File: config.mk
export PLATFORM = sky130hd
export DESIGN_NAME = uart_ip_rx
export DESIGN_NICKNAME = d
export VERILOG_FILES = /design/src/rtl/uart_ip_rx.sv
export SDC_FILE = /design/constraint.sdc
export NUM_CORES = 1
export LEC_CHECK = 0
export CAP_MARGIN = 5
export CORE_MARGIN = 5
export CORE_UTILIZATION = 61
export CTS_CLUSTER_DIAMETER = 100
export DETAILED_ROUTE_END_ITERATION = 7
export PLACE_DENSITY = 0.9
export SETUP_SLACK_MARGIN = 0.02
export SYNTH_ARGS = -nofsm -noshare
export SYNTH_HDL_FRONTEND = slang
export SYNTH_SLANG_ARGS = --single-unit
export TNS_END_PERCENT = 5
File: constraint.sdc
create_clock -name clk -period 3.7 [get_ports clk]
set_clock_uncertainty 0.1 [all_clocks]
set_input_delay 0.555 -clock clk [delete_from_list [all_inputs] [get_ports clk]]
set_output_delay 0.555 -clock clk [all_outputs]
set_load 0.02 [all_outputs]
File: src/rtl/uart_ip_rx.sv
// UART receive engine: oversampled start/data/parity/stop deserialiser with
// a single-entry holding register and parity, framing and overrun flags.
module uart_ip_rx #(
    parameter int CLK_HZ = 100_000_000,
    parameter int OSR    = 16
) (
    input  logic       clk,
    input  logic       arst_n,
    input  logic       rx,
    input  logic       en,
    input  logic [1:0] frame_size,
    input  logic [1:0] parity_cfg,
    input  logic       stop_bits,
    input  logic [3:0] baud_sel,
    input  logic       rd_ack,
    output logic [7:0] rx_data,
    output logic       rx_valid,
    output logic       parity_err,
    output logic       frame_err,
    output logic       overrun,
    output logic       busy
);

    localparam int TW = $clog2(OSR);

    typedef enum logic [2:0] {IDLE, START, DATA, PARITY, STOP1, STOP2} state_t;

    state_t      state, state_next;
    logic        rx_meta, rxs, rxs_prev;
    logic [31:0] div_cnt, div_m1;
    logic [TW-1:0] tick_cnt;
    logic [2:0]  bit_idx;
    logic [7:0]  shreg, frame_data;
    logic [1:0]  cfg_size, cfg_par;
    logic        cfg_stop;
    logic [3:0]  cfg_baud;
    logic        par_bad, stop_bad, done;
    logic        tick, tick_half, tick_last, par_en;
    logic        go_start, tick_clr, shift_en, par_sample, stop_sample, finish;

    function automatic logic [31:0] div_m1_for(input int baud);
        int d;
        d = CLK_HZ / (OSR * baud);
        if (d < 1) d = 1;
        return 32'(d - 1);
    endfunction

    always_comb begin
        div_m1 = div_m1_for(115200);
        case (cfg_baud)
            4'd0:    div_m1 = div_m1_for(300);
            4'd1:    div_m1 = div_m1_for(600);
            4'd2:    div_m1 = div_m1_for(1200);
            4'd3:    div_m1 = div_m1_for(2400);
            4'd4:    div_m1 = div_m1_for(4800);
            4'd5:    div_m1 = div_m1_for(9600);
            4'd6:    div_m1 = div_m1_for(14400);
            4'd7:    div_m1 = div_m1_for(19200);
            4'd8:    div_m1 = div_m1_for(38400);
            4'd9:    div_m1 = div_m1_for(57600);
            4'd10:   div_m1 = div_m1_for(115200);
            4'd11:   div_m1 = div_m1_for(230400);
            4'd12:   div_m1 = div_m1_for(460800);
            4'd13:   div_m1 = div_m1_for(921600);
            default: div_m1 = div_m1_for(115200);
        endcase
    end

    assign tick       = (state != IDLE) && (div_cnt == div_m1);
    assign tick_half  = tick && (tick_cnt == TW'(OSR / 2 - 1));
    assign tick_last  = tick && (tick_cnt == TW'(OSR - 1));
    assign par_en     = (cfg_par == 2'b01) || (cfg_par == 2'b10);
    // Bits arrive LSB first into the top of shreg, so short frames need right-aligning.
    assign frame_data = shreg >> (2'd3 - cfg_size);
    assign busy       = (state != IDLE);

    always_ff @(posedge clk or negedge arst_n) begin
        if (!arst_n) begin
            rx_meta  <= 1'b1;
            rxs      <= 1'b1;
            rxs_prev <= 1'b1;
        end else begin
            rx_meta  <= rx;
            rxs      <= rx_meta;
            rxs_prev <= rxs;
        end
    end

    always_ff @(posedge clk or negedge arst_n) begin
        if (!arst_n) state <= IDLE;
        else         state <= state_next;
    end

    always_comb begin
        state_next  = state;
        go_start    = 1'b0;
        tick_clr    = 1'b0;
        shift_en    = 1'b0;
        par_sample  = 1'b0;
        stop_sample = 1'b0;
        finish      = 1'b0;
        if (!en) begin
            state_next = IDLE;
        end else begin
            case (state)
                IDLE: if (rxs_prev && !rxs) begin
                    go_start   = 1'b1;
                    state_next = START;
                end
                START: if (tick_half) begin
                    tick_clr   = 1'b1;
                    state_next = rxs ? IDLE : DATA;
                end
                DATA: if (tick_last) begin
                    tick_clr = 1'b1;
                    shift_en = 1'b1;
                    if (bit_idx == 3'd4 + {1'b0, cfg_size})
                        state_next = par_en ? PARITY : STOP1;
                end
                PARITY: if (tick_last) begin
                    tick_clr   = 1'b1;
                    par_sample = 1'b1;
                    state_next = STOP1;
                end
                STOP1: if (tick_last) begin
                    tick_clr    = 1'b1;
                    stop_sample = 1'b1;
                    if (cfg_stop) begin
                        state_next = STOP2;
                    end else begin
                        finish     = 1'b1;
                        state_next = IDLE;
                    end
                end
                STOP2: if (tick_last) begin
                    tick_clr    = 1'b1;
                    stop_sample = 1'b1;
                    finish      = 1'b1;
                    state_next  = IDLE;
                end
                default: state_next = IDLE;
            endcase
        end
    end

    // Datapath counters and frame capture; everything restarts on a new start edge.
    always_ff @(posedge clk or negedge arst_n) begin
        if (!arst_n) begin
            div_cnt  <= '0;
            tick_cnt <= '0;
            bit_idx  <= '0;
            shreg    <= '0;
            cfg_size <= '0;
            cfg_par  <= '0;
            cfg_stop <= 1'b0;
            cfg_baud <= '0;
            par_bad  <= 1'b0;
            stop_bad <= 1'b0;
            done     <= 1'b0;
        end else begin
            done <= finish;
            if (go_start) begin
                div_cnt  <= '0;
                tick_cnt <= '0;
                bit_idx  <= '0;
                shreg    <= '0;
                cfg_size <= frame_size;
                cfg_par  <= parity_cfg;
                cfg_stop <= stop_bits;
                cfg_baud <= baud_sel;
                par_bad  <= 1'b0;
                stop_bad <= 1'b0;
            end else if (state != IDLE) begin
                div_cnt <= (div_cnt == div_m1) ? '0 : div_cnt + 32'd1;
                if (tick_clr)  tick_cnt <= '0;
                else if (tick) tick_cnt <= tick_cnt + 1'b1;
                if (shift_en) begin
                    shreg   <= {rxs, shreg[7:1]};
                    bit_idx <= bit_idx + 3'd1;
                end
                // Unused shreg bits are zero, so reducing all 8 gives the data parity.
                if (par_sample)
                    par_bad <= (^shreg) ^ rxs ^ (cfg_par == 2'b10);
                if (stop_sample && !rxs)
                    stop_bad <= 1'b1;
            end
        end
    end

    always_ff @(posedge clk or negedge arst_n) begin
        if (!arst_n) begin
            rx_data    <= '0;
            rx_valid   <= 1'b0;
            parity_err <= 1'b0;
            frame_err  <= 1'b0;
            overrun    <= 1'b0;
        end else if (done) begin
            if (!rx_valid || rd_ack) begin
                rx_data    <= frame_data;
                parity_err <= par_bad;
                frame_err  <= stop_bad;
                rx_valid   <= 1'b1;
            end else begin
                overrun <= 1'b1;
            end
        end else if (rd_ack && rx_valid) begin
            rx_valid   <= 1'b0;
            parity_err <= 1'b0;
            frame_err  <= 1'b0;
            overrun    <= 1'b0;
        end
    end

endmodule

==> Word level (Yosys, flattened, before mapping) <==
Memories as Yosys holds them, arrays and structs flattened.
Cells that the tools add are included.
{ "word_totals": {"in_bits": 14, "mem_bits_ro": 240, "out_inout_bits": 13, "latch_bits": 0, "register_bits": 77, "mem_count": 1, "ramBits": 0} }
{ "op_classes": {"reduce_logical": 29, "addsub": 5, "mux": 57, "bitwise": 2, "eq_ne": 20, "multipliers": 0, "n_lt_le_gt_ge": 0, "div_mod_pow": 0, "shifts": 1} }
{ "memory_table": {"columns": ["memory", "words", "word_bits", "read_ports", "rd_ports_with_merged_regs", "wr", "line", "source"], "rows": [
  ["(name not given)", 16, 15, 1, 0, 0, "50", "case (cfg_baud)"]
]} }
{ "ops": {"columns": ["operator", "n"], "rows": [
  ["$mux 32", 3],
  ["$mux 3", 13],
  ["$add 32x1->32 const B", 1],
  ["$eq 32x32->1", 1],
  ["$mux 1", 30],
  ["$mux 8", 3],
  ["$ne 3x3->1 const B", 7],
  ["$pmux 3 s6", 1],
  ["$mux 4", 4],
  ["$reduce_and 2->1", 7],
  ["$reduce_bool 2->1", 5],
  ["$reduce_xor 8->1", 1],
  ["$shr 8x2->8", 1],
  ["$reduce_and 7->1", 1],
  ["$eq 3x2->1 const B", 2],
  ["$eq 3x3->1 const B", 2],
  ["$logic_and 1x1->1", 6],
  ["$reduce_bool 3->1", 2],
  ["$add 4x1->4 const B", 1],
  ["$eq 4x3->1 const B", 1],
  ["$eq 4x4->1 const B", 1],
  ["$pmux 1 s2", 2],
  ["$reduce_or 4->1", 1],
  ["$add 3x1->3 const B", 1],
  ["14 further kinds", 17]
]} }

==> Longest topological paths before layout <==
Gate-level depths: netlist of run 1.
An unclocked memory read counts as a cell.
{ "depth": {"word_depth": 11, "ltp_mapped": 13, "depth_no_buf": 9} }

==> Worst setup path before layout of run 1 <==
Ideal clock, no wire load.
{ "synth_path": {"path_kind": "reg-to-reg", "start": "register cfg_baud[0]", "end": "register shreg[3]", "path_buffers": 4, "synth_period_minus_slack_ns": 3.318, "arrival_time_ns": 3.093, "setup_slack_ns": 0.382, "stages_incl_launch_ff": 14, "cell_sequence": "dfrtp_1 > clkbuf_1 > inv_1 > ha_1 > clkbuf_1 > or2_0 > a211oi_1 > a211oi_1 > a211o_1 > or4_1 > buf_2 > or4_1 > buf_6 > mux2i_1"} }
{ "synth_between": {"elab_chain_len": 9} }
{ "synth_lines": {"columns": ["item", "line", "source"], "rows": [
  ["from (decl)", "36", "logic [3:0] cfg_baud;"],
  ["from (signal assigned)", "170", "cfg_baud <= baud_sel;"],
  ["$mem_v2 16x15", null, null],
  ["$eq 32x32->1", "69", "assign tick = (state != IDLE) && (div_cnt == div_m1);"],
  ["$logic_and 1x1->1", "69", null],
  ["$logic_and 1x1->1", "71", "assign tick_last = tick && (tick_cnt == TW'(OSR - 1));"],
  ["$mux 1", "114", "DATA: if (tick_last) begin"],
  ["$mux 1", "105", "case (state)"],
  ["$mux 1", "102", "if (!en) begin"],
  ["$reduce_bool 2->1 (no source line)", null, null],
  ["$reduce_and 2->1 (no source line)", null, null],
  ["to (signal assigned)", "178", "shreg <= {rxs, shreg[7:1]};"],
  ["to (decl)", "33", "logic [7:0] shreg, frame_data;"]
]} }
No other way between the ends.
A chain may end at the register's enable or synchronous reset.

==> Worst setup path after layout of run 1 <==
{ "layout_path": {"start": "register cfg_baud[1]", "end": "register div_cnt[21]"} }
{ "layout_between": {"elab_chain_len": 5} }
{ "layout_lines": {"columns": ["item", "line", "source"], "rows": [
  ["$mem_v2 16x15", null, null],
  ["$eq 32x32->1", "174", "div_cnt <= (div_cnt == div_m1) ? '0 : div_cnt + 32'd1;"],
  ["$mux 32", "174", null],
  ["$mux 32", "173", "end else if (state != IDLE) begin"],
  ["$mux 32", "162", "if (go_start) begin"],
  ["to (signal assigned)", "174", null],
  ["to (decl)", "30", "logic [31:0] div_cnt, div_m1;"]
]} }
No other way between the ends. The select of a mux whose other input is x is not followed.

==> flow_summary.yaml, run 1 <==
outcome:
  outcome: "completed"
grt:
  grt_max_degree: 78
  grt_pass1_wl_mm: 19.5
  overflow: 0
  grt_pass1_vias: 4024
  antenna_found_initial: 0
  grt_usage_pct: 24.3
clock_tree:
  cts_sinks: 77
  cts-resized-gates: 0
  insertion_delay_ns: 0.37
  numCtsBuffers: 9
  cts-htree-levels: 3
  cts_tree: "built"
  postCtsSetupBuffers: 0
  path_clk_slew_ns: 0.09
  clockBufferDepth: 2
  cts_hold_buf: 0
  clock-root-buffer: "clkbuf_8"
worst_setup_path:
  ff2ff_path_depth: 10
  arrival_ns: 3.54
  worstReg2RegStart: "cfg_baud[1]"
  r2r_slack_ns: 0.26
  worst-path-max-fanout: 27
  r2r_end: "div_cnt[21]"
  crit_required_ns: 3.80
  worstSetupPathType: "register to register"
  setup.worst_path.start_class: "register"
  cp-end-kind: "register"
timing:
  tightestPinTransition_ns: 0.976
  hold_viol_final: 0
  post-route-min-period_ns: 3.44
  tns_ns: 0
  max_freq_mhz: 290
  setup_viol: 0
  slew_violations: 0
  period_share_pct: 93.1
  relSlewSlack_pct: 34.9
  rsz0062_at_grt: "false"
logic_synthesis:
  synth_area_mm2: 0.00490
  syn_inst: 578
  synth_common_cells: "nand2_1 (97), dfrtp_1 (74), o21ai_0 (45)"
  yosysWarnings: 0
  ys_ff_latch: 77
  synth_edf_count: 0
  syn_area_per_cell_um2: 8.48
  synth_nets: 603
  synth_area_leader_cell: "dfrtp_1"
  synth_seq_area_share_pct: 39.4
  synthFlopType: "dfrtp_1"
  synthArstFlopShare_pct: 100
  synth.top_cell.area_share_pct: 37.8
  synth_cell_types: 56
  yosysMostFrequentCell: "nand2_1"
  synthTopCellsByArea: "dfrtp_1 (38%), nand2_1 (7.4%), mux2i_1 (5.7%)"
min_path:
  hold_path_class: "input pin to asynchronous set/reset pin"
floorplan:
  die_h_um: 99.6
  design.core.area_mm2: 0.00777
  ios: 27
  std_cell_rows: 32
  initial_utilization_pct: 63.1
  die-area_mm2: 0.00993
  die_w_um: 99.6
pwr:
  p_total_mw: 3.19
  pwr_density_cell_mw_per_mm2: 592
  ir_drop_mv: 0.307
  power.leakage_nw: 2.30
route:
  drt-vias-per-instance: 6.25
  drt_iter0_drc: 426
  dr.pass1.iters: 5
  routedWlPerCell_um: 16.6
  vias: 4320
  route.detailed.drc: 0
  drtAntennaViolNets: 0
  wirelength_mm: 11.5
flow_run:
  maxCapViolations: 0
final_layout:
  drive_gt1_share_pct: 6.96
  fillers: 603
  nets: 609
  n_antenna_cell: 0
  stdcell_count: 691
  post-route-cell-area_mm2: 0.00539
  area_delta_synth_final_pct: 9.96
placed_design:
  gp_congestion: 0.933
  io_buffers: 26
  place_area_mm2: 0.00520
  dp.cells: 675
  dp_hpwl_mm: 7.87
[how the worst max path moves through the flow]
stage,cells past startpoint,slack (ns),start,end
after CTS,9,0.28,cfg_baud[1],shreg[5]
after global routing,10,0.05,cfg_baud[1],div_cnt[21]
after detailed placement,9,0.30,cfg_baud[1],shreg[5]
after floorplan,13,0.38,cfg_baud[0],shreg[3]
final,10,0.26,cfg_baud[1],div_cnt[21]
after global placement,9,0.41,cfg_baud[1],shreg[0]
[worst max-delay path, cell delays in order (launching register included)]
cell and delay (ns):
dfrtp_1 0.54, inv_1 0.15, ha_1 0.30, or2_0 0.25
a211oi_1 0.22, a211oi_1 0.09, a211o_1 0.27, or4_1 0.43
buf_4 0.25, nand2_1 0.42, o311ai_0 0.25
[layout make-up]
cell class	count	area (um2)	area share (%)
inverter	22	82.6	1.53
multi-input combinational	438	2720	50.5
clock inverter	7	67.6	1.25
sequential	77	1930	35.8
timing repair buffer	36	333	6.18
tap	102	128	2.37
clock buffer	9	124	2.30
[routing by layer]
| layer | routed length [um] | vias up | GRT usage [%] | share of wire [%] |
|---|---|---|---|---|
| li1 | - | 2049 | - | - |
| met1 | 5040 | 2064 | 33.5 | 44 |
| met2 | 5490 | 182 | 37.9 | 48 |
| met3 | 767 | 25 | 5.75 | 6.7 |
| met4 | 199 | 0 | 7.77 | 1.7 |
| met5 | 0 | - | 0 | 0 |
[where the power goes]
part,leakage (nW),total [mW],internal (mW),switching (mW)
clock,0.0872,0.627,0.258,0.369
sequential,1.01,1.40,1.02,0.377
combinational,1.19,1.16,0.532,0.632
[cells by family after synthesis]
logic type | synth area share [%]
simple gates | 26.4
compound gates | 13.1
flops | 39.4
buf+inv | 5.18
xor+xnor | 6.08
mux | 7.10
fa+ha+maj | 2.81
[stage by stage]
| step | hold WS, ns | util, % | setup WS [ns] |
|---|---|---|---|
| 2_1_floorplan | 0.159 | - | 0.382 |
| 3_3_place_gp | 0.246 | 66.9 | 0.413 |
| 3_5_place_dp | 0.251 | 66.9 | 0.296 |
| 4_1_cts | 0.265 | 69.4 | 0.280 |
| 5_1_grt | 0.266 | 69.4 | 0.0470 |
| 6_report | 0.225 | 69.4 | 0.255 |
[flip-flops by register name, indices dropped and copies added, names as in the netlist, 2 cells and up]
name	cells
div_cnt	32
rx_data	8
shreg	8
cfg_baud	4
tick_cnt	4
bit_idx	3
state	3
cfg_par	2
cfg_size	2
[placed cells by master (no fill, tap or decap), drive strengths merged, types with 10 or more instances in the layout]
cell type,n
nand2,97
dfrtp,74
o21ai,45
nand3,36
mux2i,28
nor2,27
xnor2,25
clkdlybuf4s50,25
inv,25
and3,17
nor3,15
a21oi,13
nand4,12
or3,12
ha,11
buf,11
or4,10
No activity file was read; power rests on OpenSTA's default activity.
==> run 2, diff against run 1 <==
CTS_CLUSTER_DIAMETER = 120   (was 100)
==> results of run 2 <==
Same layout as run 1: the final DEF is identical, and so are final timing and power.
==> run 3, diff against run 2 <==
--- a/config.mk
+++ b/config.mk
@@ -7,2 +7,3 @@
 export LEC_CHECK = 0
+export ABC_CLOCK_PERIOD_IN_PS = 3700
 export CAP_MARGIN = 5
--- a/constraint.sdc
+++ b/constraint.sdc
@@ -4,2 +4,2 @@
 set_output_delay 0.555 -clock clk [all_outputs]
-set_load 0.02 [all_outputs]
+set_load 0.1 [all_outputs]
==> flow_summary.yaml, run 3 (same netlist as run 1, synthesis figures left out) <==
outcome:
  outcome: "completed"
grt:
  grt_max_degree: 78
  use_met2_pct: 37.2
  grt_pass1_wl_mm: 19.1
  grt_usage_pct: 23.4
  met3_usage_pct: 4.63
  overflow: 0
  grt_most_used_layer: "met2"
  grt_use_met1_pct: 32.5
  antenna_found_initial: 0
  grt_pass1_vias: 4026
worst_setup_path:
  max_stage_delay_ns: 0.72
  worst-path-max-fanout: 11
  critical_path.slowest_cell: "or4_1"
  path_cells: "inv_1 > ha_1 > or2_0 > a211oi_1 > a211oi_1 > a211o_1 > or4_1 > or4_1 > mux2i_1"
  worstSetupPathType: "register to register"
  crit_required_ns: 3.83
  path_buf_inv: 1
  setup.worst_path.start_class: "register"
  crit_family: "simple AND/OR/NAND/NOR gates"
  cp-end-kind: "register"
  arrival_ns: 3.57
final_layout:
  utilization_pct: 69.3
  n_antenna_cell: 0
  final_common_cell: "nand2_1"
  area_delta_synth_final_pct: 9.91
  final_cell_mix: "nand2_1 (97), dfrtp_1 (74), o21ai_0 (45)"
  post-route-cell-area_mm2: 0.00539
  regMostFlops: "div_cnt"
  stdcell_count: 691
  top_regs: "div_cnt x32, rx_data x8, shreg x8"
  nets: 609
  largest_register_ffs: 32
  drive_gt1_share_pct: 7.13
clock_tree:
  path_clk_slew_ns: 0.09
  cts_hold_buf: 0
  insertion_delay_ns: 0.36
  numCtsBuffers: 9
  cts_sinks: 77
  cts_tree: "built"
  cts-htree-levels: 3
  clockBufferDepth: 2
  cts-resized-gates: 0
  postCtsSetupBuffers: 0
  clock-root-buffer: "clkbuf_8"
pwr:
  ir_drop_mv: 0.426
  intPower_mw: 1.81
  swShare_pct: 43.2
  p_total_mw: 3.20
  seqPwrFrac_pct: 43.4
  power_frac_clock_pct: 19.3
  power.leakage_nw: 2.30
  pwr_density_cell_mw_per_mm2: 593
  p_comb_share_pct: 37.3
  p_sw_mw: 1.38
route:
  route.detailed.drc: 0
  drtAntennaViolNets: 0
  drt_iter0_drc: 317
  drt-vias-per-instance: 6.20
  routedWlPerCell_um: 15.9
  vias: 4285
  wirelength_mm: 11.0
  dr.pass1.iters: 5
timing:
  fin_ws_ns: 0.260
  relSlewSlack_pct: 34.5
  period_share_pct: 93.0
  whs_ns: 0.225
  slew_violations: 0
  max_freq_mhz: 291
  tightestPinTransition_ns: 0.980
  hold_viol_final: 0
  post-route-min-period_ns: 3.44
  rsz0062_at_grt: "false"
  setup_viol: 0
  tns_ns: 0
floorplan:
  initial_utilization_pct: 63.1
  std_cell_rows: 32
  ios: 27
  die_w_um: 99.6
  design.core.area_mm2: 0.00777
  die-area_mm2: 0.00993
  die_h_um: 99.6
flow_run:
  maxCapViolations: 0
placed_design:
  place_area_mm2: 0.00519
  io_buffers: 26
  dp_hpwl_mm: 7.76
  dp_slack_ns: 0.262
  gp_congestion: 0.898
  dp.cells: 675
min_path:
  hold_path_class: "input pin to asynchronous set/reset pin"
## run 3: worst paths after layout
check | startpoint | end | slack (ns) | depth (start not counted)
min | arst_n | div_cnt[18] | 0.23 | 1
max | cfg_baud[1] | shreg[7] | 0.26 | 9
min reg2reg | rx_meta | rxs | 0.26 | 0
min in group clk | rx_meta | rxs | 0.26 | 0
max in group asynchronous | arst_n | tick_cnt[2] | 2.63 | 1
max reg2reg | cfg_baud[1] | shreg[7] | 0.26 | 9
## run 3: power groups by stage
stage          clock network, mW  registers (mW)  logic, mW
6_report                   0.615            1.39       1.19
5_1_grt                    0.662            1.43       1.32
4_1_cts                    0.628            1.38       1.18
3_3_place_gp                   0            1.38       1.16
3_5_place_dp                   0            1.39       1.18
2_1_floorplan                  0            1.20       1.04
## run 3: final cells by class
| type | count | area (um2) |
|---|---|---|
| Fill cell | 608 | 2380 |
| Timing Repair Buffer | 36 | 330 |
| Clock buffer | 9 | 124 |
| Tap cell | 102 | 128 |
| Sequential cell | 77 | 1930 |
| Clock inverter | 7 | 67.6 |
| Multi-Input combinational cell | 438 | 2720 |
| Inverter | 22 | 82.6 |
## run 3: per-layer routing
layer	share of wire, %	up-vias
met1	46	2057
li1	-	2063
met3	6.0	18
met4	1.6	0
met5	0	-
met2	46	147
